## config.mk

```make
export PLATFORM = sky130hd
export DESIGN_NAME = entrada_io_controlador_flat
export DESIGN_NICKNAME = d
export VERILOG_FILES = /design/src/rtl/io_pkg.sv /design/src/rtl/entrada_io_controlador_if.sv /design/src/rtl/entrada_io_controlador_debounce_botao.sv /design/src/rtl/entrada_io_controlador.sv /design/src/flat_wrapper.sv
export SDC_FILE = /design/constraint.sdc
export NUM_CORES = 1
export LEC_CHECK = 0
export BUFFER_PORTS_ARGS = -buffer_cell sky130_fd_sc_hd__buf_2
export CAP_MARGIN = 20
export CELL_PAD_IN_SITES_DETAIL_PLACEMENT = 2
export CELL_PAD_IN_SITES_GLOBAL_PLACEMENT = 2
export CORE_UTILIZATION = 36
export CTS_CLUSTER_SIZE = 20
export DETAILED_ROUTE_END_ITERATION = 10
export GPL_TIMING_DRIVEN = 0
export PLACE_DENSITY_LB_ADDON = 0.1
export SLEW_MARGIN = 20
export SYNTH_ARGS = -nofsm -noshare
export SYNTH_HDL_FRONTEND = slang
export SYNTH_HIERARCHICAL = 1
export SYNTH_SLANG_ARGS = --single-unit
```

## constraint.sdc

```tcl
create_clock -name clock -period 2.4 [get_ports clock]
set_clock_uncertainty 0.15 [all_clocks]
set_input_delay 0.12 -clock clock [delete_from_list [all_inputs] [get_ports clock]]
set_output_delay 0.12 -clock clock [all_outputs]
set_load 0.005 [all_outputs]
```

## src/rtl/io_pkg.sv

```systemverilog
// Shared types and constants for the CPU IN-instruction controller.
// State encoding, opcodes and default debounce length.
package io_pkg;

    typedef enum logic [2:0] {
        OCIOSO           = 3'd0,
        ESPERA_SOLTA     = 3'd1,
        ESPERA_PRESSIONA = 3'd2,
        ENTREGA          = 3'd3,
        FIM              = 3'd4
    } estado_t;

    localparam logic [5:0] OPCODE_IN  = 6'b011101;
    localparam logic [5:0] OPCODE_OUT = 6'b011110;

    localparam logic [15:0] DEBOUNCE_PADRAO = 16'd50000;
    localparam int          LARGURA_PADRAO  = 16;

endpackage

```

## src/rtl/entrada_io_controlador_if.sv

```systemverilog
// Board-pin and CPU-side signals of the IN controller.
// master is the controller, slave is the board/CPU side.
interface entrada_io_controlador_if;

    logic        botao_raw;
    logic [3:0]  chaves;
    logic        pedido_in;
    logic [31:0] dados_lidos;
    logic        dado_valido;
    logic        pausa;
    logic        ledin;

    modport master (
        input  botao_raw,
        input  chaves,
        input  pedido_in,
        output dados_lidos,
        output dado_valido,
        output pausa,
        output ledin
    );

    modport slave (
        output botao_raw,
        output chaves,
        output pedido_in,
        input  dados_lidos,
        input  dado_valido,
        input  pausa,
        input  ledin
    );

endinterface

```

## src/rtl/entrada_io_controlador_debounce_botao.sv

```systemverilog
// Button synchroniser, debouncer and press-edge detector.
// estavel only changes after DEBOUNCE_CICLOS consecutive differing samples.
module debounce_botao
    import io_pkg::*;
#(
    parameter logic [15:0] DEBOUNCE_CICLOS = DEBOUNCE_PADRAO,
    parameter int          LARGURA_CONT    = LARGURA_PADRAO
) (
    input  logic clock,
    input  logic reset,
    input  logic botao_raw,
    output logic estavel,
    output logic pressionado
);

    localparam logic [LARGURA_CONT-1:0] LIMITE =
        LARGURA_CONT'(DEBOUNCE_CICLOS - 16'd1);

    logic                    sinc_1;
    logic                    sinc_2;
    logic                    estavel_q;
    logic [LARGURA_CONT-1:0] cont;

    always_ff @(posedge clock or posedge reset) begin
        if (reset) begin
            sinc_1 <= 1'b0;
            sinc_2 <= 1'b0;
        end else begin
            sinc_1 <= botao_raw;
            sinc_2 <= sinc_1;
        end
    end

    // Counter only runs while the input disagrees; it clears at LIMITE
    // when the level flips, so it can never pass LIMITE.
    always_ff @(posedge clock or posedge reset) begin
        if (reset) begin
            cont    <= '0;
            estavel <= 1'b0;
        end else if (sinc_2 != estavel) begin
            if (cont == LIMITE) begin
                cont    <= '0;
                estavel <= ~estavel;
            end else begin
                cont <= cont + 1'b1;
            end
        end else begin
            cont <= '0;
        end
    end

    always_ff @(posedge clock or posedge reset) begin
        if (reset) begin
            estavel_q <= 1'b0;
        end else begin
            estavel_q <= estavel;
        end
    end

    assign pressionado = estavel & ~estavel_q;

endmodule

```

## src/rtl/entrada_io_controlador.sv

```systemverilog
// Producer side of the CPU IN instruction: stalls the CPU until a
// debounced button press captures the switches.
module entrada_io_controlador
    import io_pkg::*;
#(
    parameter logic [15:0] DEBOUNCE_CICLOS = DEBOUNCE_PADRAO,
    parameter int          LARGURA_CONT    = LARGURA_PADRAO
) (
    input logic                    clock,
    input logic                    reset,
    entrada_io_controlador_if.master io
);

    estado_t     estado;
    estado_t     prox;
    logic [3:0]  chaves_1;
    logic [3:0]  chaves_2;
    logic        estavel;
    logic        pressionado;
    logic        captura;
    logic [31:0] dados_q;

    debounce_botao #(
        .DEBOUNCE_CICLOS (DEBOUNCE_CICLOS),
        .LARGURA_CONT    (LARGURA_CONT)
    ) u_debounce (
        .clock       (clock),
        .reset       (reset),
        .botao_raw   (io.botao_raw),
        .estavel     (estavel),
        .pressionado (pressionado)
    );

    always_ff @(posedge clock or posedge reset) begin
        if (reset) begin
            chaves_1 <= '0;
            chaves_2 <= '0;
        end else begin
            chaves_1 <= io.chaves;
            chaves_2 <= chaves_1;
        end
    end

    always_ff @(posedge clock or posedge reset) begin
        if (reset) begin
            estado <= OCIOSO;
        end else begin
            estado <= prox;
        end
    end

    // Dropping pedido_in while waiting aborts ahead of any press.
    always_comb begin
        prox           = estado;
        captura        = 1'b0;
        io.pausa       = 1'b0;
        io.ledin       = 1'b0;
        io.dado_valido = 1'b0;
        unique case (estado)
            OCIOSO: begin
                if (io.pedido_in) prox = ESPERA_SOLTA;
            end
            ESPERA_SOLTA: begin
                io.pausa = 1'b1;
                io.ledin = 1'b1;
                if (!io.pedido_in)  prox = OCIOSO;
                else if (!estavel)  prox = ESPERA_PRESSIONA;
            end
            ESPERA_PRESSIONA: begin
                io.pausa = 1'b1;
                io.ledin = 1'b1;
                if (!io.pedido_in) begin
                    prox = OCIOSO;
                end else if (pressionado) begin
                    captura = 1'b1;
                    prox    = ENTREGA;
                end
            end
            ENTREGA: begin
                io.pausa       = 1'b1;
                io.dado_valido = 1'b1;
                prox           = FIM;
            end
            FIM: begin
                if (!io.pedido_in) prox = OCIOSO;
            end
            default: prox = OCIOSO;
        endcase
    end

    always_ff @(posedge clock or posedge reset) begin
        if (reset) begin
            dados_q <= '0;
        end else if (captura) begin
            dados_q <= {28'd0, chaves_2};
        end
    end

    assign io.dados_lidos = dados_q;

endmodule
```

## src/flat_wrapper.sv

```systemverilog
// flat-port wrapper written by rule: the top's interface ports become plain ports
module entrada_io_controlador_flat import io_pkg::*;
#(
    parameter logic [15:0] DEBOUNCE_CICLOS = DEBOUNCE_PADRAO,
    parameter int          LARGURA_CONT    = LARGURA_PADRAO
)
  (clock, reset, io_botao_raw, io_chaves, io_pedido_in, io_dados_lidos, io_dado_valido, io_pausa, io_ledin);
  entrada_io_controlador_if io_i ();
  input logic clock;
  input logic reset;
  input wire logic [$bits(io_i.botao_raw)-1:0] io_botao_raw;
  input wire logic [$bits(io_i.chaves)-1:0] io_chaves;
  input wire logic [$bits(io_i.pedido_in)-1:0] io_pedido_in;
  output wire logic [$bits(io_i.dados_lidos)-1:0] io_dados_lidos;
  output wire logic [$bits(io_i.dado_valido)-1:0] io_dado_valido;
  output wire logic [$bits(io_i.pausa)-1:0] io_pausa;
  output wire logic [$bits(io_i.ledin)-1:0] io_ledin;
  assign io_i.botao_raw = io_botao_raw;
  assign io_i.chaves = io_chaves;
  assign io_i.pedido_in = io_pedido_in;
  assign io_dados_lidos = io_i.dados_lidos;
  assign io_dado_valido = io_i.dado_valido;
  assign io_pausa = io_i.pausa;
  assign io_ledin = io_i.ledin;
  entrada_io_controlador #(.DEBOUNCE_CICLOS(DEBOUNCE_CICLOS), .LARGURA_CONT(LARGURA_CONT)) u_core (.clock(clock), .reset(reset), .io(io_i));
endmodule
```

# ---- Word-level counts from Yosys, hierarchy flattened
# Cells that the tools add are included.
dict set report classes {
  addsub 1
  reduce_logical 5
  bitwise_logic 3
  n_mux 15
  eq_ne 10
}
# cell count
set op_table {}
lappend op_table {{$mux 16} 2}
lappend op_table {{$mux 3} 6}
lappend op_table {{$add 16x1->16 const B} 1}
lappend op_table {{$eq 16x16->1 const B} 1}
lappend op_table {{$pmux 3 s5} 1}
lappend op_table {{$eq 3x2->1 const B} 2}
lappend op_table {{$mux 1} 6}
lappend op_table {{$ne 2x2->1 const B} 2}
lappend op_table {{$reduce_and 4->1} 1}
lappend op_table {{$eq 3x1->1 const B} 1}
lappend op_table {{$eq 3x3->1 const B} 1}
lappend op_table {{$logic_not 3->1} 1}
lappend op_table {{$ne 3x2->1 const B} 1}
lappend op_table {{$ne 3x3->1 const B} 1}
lappend op_table {{$reduce_or 3->1} 1}
lappend op_table {{$not 1->1} 2}
lappend op_table {{$reduce_and 2->1} 1}
lappend op_table {{$reduce_or 2->1} 1}
lappend op_table {{$and 1x1->1} 1}
lappend op_table {{$ne 1x1->1} 1}
dict set report word_totals {
  ff_bits 35
  out_inout_bits 35
  elab_cells 43
  inputBits 8
}

# ---- Logic depth before layout (Yosys ltp)
dict set report depth {
  ltp_word 5
  ltp_mapped 6
  ltp_nobuf 5
}

# ---- Hierarchy
# Netlist, hierarchy kept.
# module instances area_each_um2 cells_each seq_area_each_um2
set by_module_without_submodules {}
lappend by_module_without_submodules {debounce_botao 1 994.7 86 500.5}
lappend by_module_without_submodules {entrada_io_controlador 1 782.0 66 375.4}

# ---- Least setup slack after synthesis
# No wires, ideal clock.
dict set report synth_path {
  path_type {register to register}
  start {register u_core.u_debounce.cont[0]}
  end {register u_core.u_debounce.estavel}
  path_buffers 0
  t_required_ns 2.125
  path_stages_with_launch 5
  arrival_ns 1.328
  synth_period_minus_slack_ns 1.602
  slack_ns 0.798
  setup_time_ns 0.125
  path_cell_list {dfrtp_1 > ha_1 > and3_1 > nand4_1 > mux2_2}
}
dict set report synth_via {
  elab_chain_len 2
}
# element line_no
set synth_lines {}
lappend synth_lines {{start: declaration} entrada_io_controlador_debounce_botao.sv:22} ;# logic [LARGURA_CONT-1:0] cont;
lappend synth_lines {{start signal: assignment} entrada_io_controlador_debounce_botao.sv:45} ;# cont <= cont + 1'b1;
lappend synth_lines {{$eq 16x16->1} entrada_io_controlador_debounce_botao.sv:41} ;# if (cont == LIMITE) begin
lappend synth_lines {{$reduce_and 2->1 (no line)} -}
lappend synth_lines {{end signal: assignment} entrada_io_controlador_debounce_botao.sv:43} ;# estavel <= ~estavel;
lappend synth_lines {{end: declaration} entrada_io_controlador_debounce_botao.sv:12} ;# output logic estavel,
# No other way between the ends.
# A chain may end at the register's enable or synchronous reset.

# ---- Worst setup path in the final report
dict set report layout_path {
  start {register u_core.u_debounce.cont[0]}
  end {register u_core.u_debounce.cont[12]}
}
dict set report layout_via {
  elab_chain_len 3
  elab_cells_between_ends 4
  classes_between {1 x add/sub; 1 x eq/ne; 2 x mux}
}
# element line_no
set layout_lines {}
lappend layout_lines {{$add 16x1->16 / $eq 16x16->1 (equally long branches)} {entrada_io_controlador_debounce_botao.sv:45, entrada_io_controlador_debounce_botao.sv:41}}
lappend layout_lines {{$mux 16 (*)} entrada_io_controlador_debounce_botao.sv:41}
lappend layout_lines {{$mux 16 (*)} entrada_io_controlador_debounce_botao.sv:40} ;# end else if (sinc_2 != estavel) begin
# Mark *: on every way between the ends. The rest lies on a longest branch, timed or not.

==> flow_metrics.tcl <==
set metrics [dict create \
    status "complete, no violations" \
    leakage_nw 1.098 \
    synthSimpleGateAreaFrac_pct 22.11 \
    hp-start "u_core/chaves_1[1]" \
    grt_max_degree 21 \
    rsz0062_at_grt "false" \
    synth_seq_cells 35 \
    cts_tree "built" \
    whs_path_depth 0 \
    postRouteAntennaNets 0 \
    end_kind "register" \
    synthTopCellsByCount "35 x dfrtp_1, 29 x buf_4, 21 x nor2_1" \
    drcViolationCount 0 \
    grt_pass1_vias 1228 \
    final_cell_area_um2 2215 \
    crit_chain "ha_1 -> and3_1 -> nand4_1 -> nand2_2 -> buf_6 -> nor2_1" \
    holdPathEnd "u_core/chaves_2[1]" \
    coreArea_um2 4723 \
    p_total_mw 1.336 \
    regToRegEndpoint "u_core/u_debounce/cont[12]" \
    io_buffers 14 \
    setup_viol 0 \
    grt_first_pass_wirelength_um 6203 \
    yosysWarnings 6 \
    num_vias 1167 \
    synth_top_area_cell "dfrtp_1" \
    dpl_cell_area_um2 2032 \
    worst_path_largest_cell_delay_ps 440 \
    reg2reg_depth 6 \
    ys_seq_area_share_pct 49.30 \
    hpwl_um 2686 \
    vias_per_cell 4.244 \
    totalWireLength_um 3633 \
    crit_fanout 10 \
    initial_core_util_pct 37.62 \
    synthAdderAreaFrac_pct 0.7042 \
    cp.arrival_ps 1850 \
    gp_congestion 0.7907 \
    drt_iter0_markers 30 \
    r2r_setup_slack_ps 580 \
    worstSetupPathType "reg2reg" \
    top_level_ports 43 \
    clkLatencyLatePin_ps 280 \
    dieArea_um2 5220 \
    fin_util_pct 46.89 \
    setup_tns_ps 0 \
    clk_pin_slew_worst_paths_ps 70 \
    area_growth_pct 24.65 \
    grt.overflow.total 0 \
    synth_top_family_by_area "simple AND/OR/NAND/NOR gates" \
    crit_buf_inv 1 \
    slew_violations 0 \
    hold_violations 0 \
    r2r-start "u_core/u_debounce/cont[0]" \
    numCtsBuffers 5 \
    synth_compound_area_share_pct 1.620 \
    path_delay_family "simple AND/OR/NAND/NOR gates" \
    cts-root-buf "clkbuf_8" \
    first_pass_iters 4 \
    yosysUniqueCellTypes 31 \
    antenna_found_initial 0 \
    cts_setup_buffers 0 \
    yosysMostFrequentCell "dfrtp_1" \
    syn_area_per_cell_um2 11.69 \
    powerDensity_nw_per_um2 603.2 \
    drive_above_1_share_pct 34.62 \
    die_y_um 72.25 \
    timing.final.crit_share_pct 75.93 \
    synthTopCellsByArea "dfrtp_1 49%, buf_4 12%, xnor2_1 6.4%" \
    synth-edff-count 0 \
    synthXorXnorAreaFrac_pct 7.887 \
    synthArstFlopShare_pct 100.0 \
    clkSinkCount 35 \
    nets 216 \
    whs_ps 201.8 \
    ys.flop_type "dfrtp_1" \
    synth_top_area_share_pct 49.30 \
    crit_required_ps 2430 \
    startpoint_type "register" \
    track_usage_pct 15.80 \
    critPathSlowestCell "dfrtp_1" \
    slew_headroom_pct 45.44 \
    htree_levels 2 \
    die_x_um 72.25 \
    synth_area_um2 1777 \
    num_antenna_cells 0 \
    fin_crit_ps 1822 \
    wl_per_cell_um 13.21 \
    fmax_ghz 0.5488 \
    syn_inst 152 \
    cts_max_path_buffers 2 \
    rows 25 \
    synth_mux_area_share_pct 4.014 \
    vdd_drop_max_uv 328.9 \
    worstMarginPinSlew_ps 817.5 \
    hold_class "reg2reg" \
    cap_violations 0 \
]
[worst reg2reg max path, delay by kind of cell, from the launching register on]
kind / cells / cell delay [ps]
buffers and inverters: 1 / 170
and+or+nand+nor: 4 / 720
DFF: 1 / 440
adders and majority gates: 1 / 240
[cells by family after synthesis]
group | count (synthesis)
AND/OR/NAND/NOR | 54
buffers and inverters | 36
flip-flops | 35
XOR/XNOR | 16
multiplexers | 5
AO/OA/AOI/OAI | 4
adder cells (fa/ha/maj) | 1
other | 1
[state kept, by name (all words and copies together), names as in the netlist]
signal and flops:
u_core/io.dados_lidos 4, u_core/u_debounce/estavel 1, u_core/u_debounce/estavel_q 1, u_core/chaves_1 4, u_core/u_debounce/sinc_2 1, u_core/u_debounce/cont 16, u_core/u_debounce/sinc_1 1, u_core/chaves_2 4
u_core/estado 3
[worst max-delay path by stage]
stage / start / end / slack [ps] / cells after the start
final: u_core/u_debounce/cont[0] / u_core/u_debounce/cont[12] / 580 / 6
after detailed placement: u_core/u_debounce/cont[0] / u_core/u_debounce/cont[13] / 550 / 6
after CTS: u_core/u_debounce/cont[0] / u_core/u_debounce/cont[0] / 530 / 6
after global placement: u_core/u_debounce/cont[0] / u_core/u_debounce/cont[14] / 610 / 6
after floorplan: u_core/u_debounce/cont[0] / u_core/u_debounce/estavel / 800 / 4
after global routing: u_core/u_debounce/cont[1] / u_core/u_debounce/cont[0] / 410 / 6
[cell type report]
type,count,area [µm²]
fillers,515,2509
flip-flops and latches,35,875.8
multi-input cells,108,750.7
plain buffers,30,229.0
repair buffers,21,140.1
well taps,67,83.83
clock buffers,5,68.82
clock inverters,3,43.79
inverters,6,22.52
[power breakdown]
part | switching [mW] | internal [mW]
clock network | 0.221 | 0.309
registers | 0.0247 | 0.612
logic | 0.0805 | 0.0885
[per-stage QoR]
stage,setup WS [ps],instances
floorplan,797.7,179
global placement,606.6,260
detailed placement,547.6,260
CTS,530.8,275
global route,411.9,275
finish,577.8,275
[layer usage]
layer / global-route usage [%] / vias to the layer above / part of all wire (%)
li1: - / 553 / -
met1: 19.32 / 586 / 41
met2: 27.10 / 23 / 54
met3: 3.750 / 5 / 3.5
met4: 5.882 / 0 / 1.3
met5: 0 / - / 0
[cell usage in the layout (no fill, tap or decap), drive strengths merged, types with 2 or more instances in the layout]
cell type and count:
and3 2, buf 44, clkbuf 5, clkinv 2, conb 28, dfrtp 35
dlygate4sd3 7, inv 6, mux2 5, nand2 4, nand3 7, nand4 4
nor2 21, nor2b 3, nor3 3, nor4 5, nor4bb 2, o21a 2
xnor2 13, xor2 3
[timing repair]
action                    4_1_cts  5_1_grt
gates resized for setup         0        0
hold endpoints to repair       41        0
hold buffers                    7        0
Note: power is estimated with default switching activity, not from simulation.
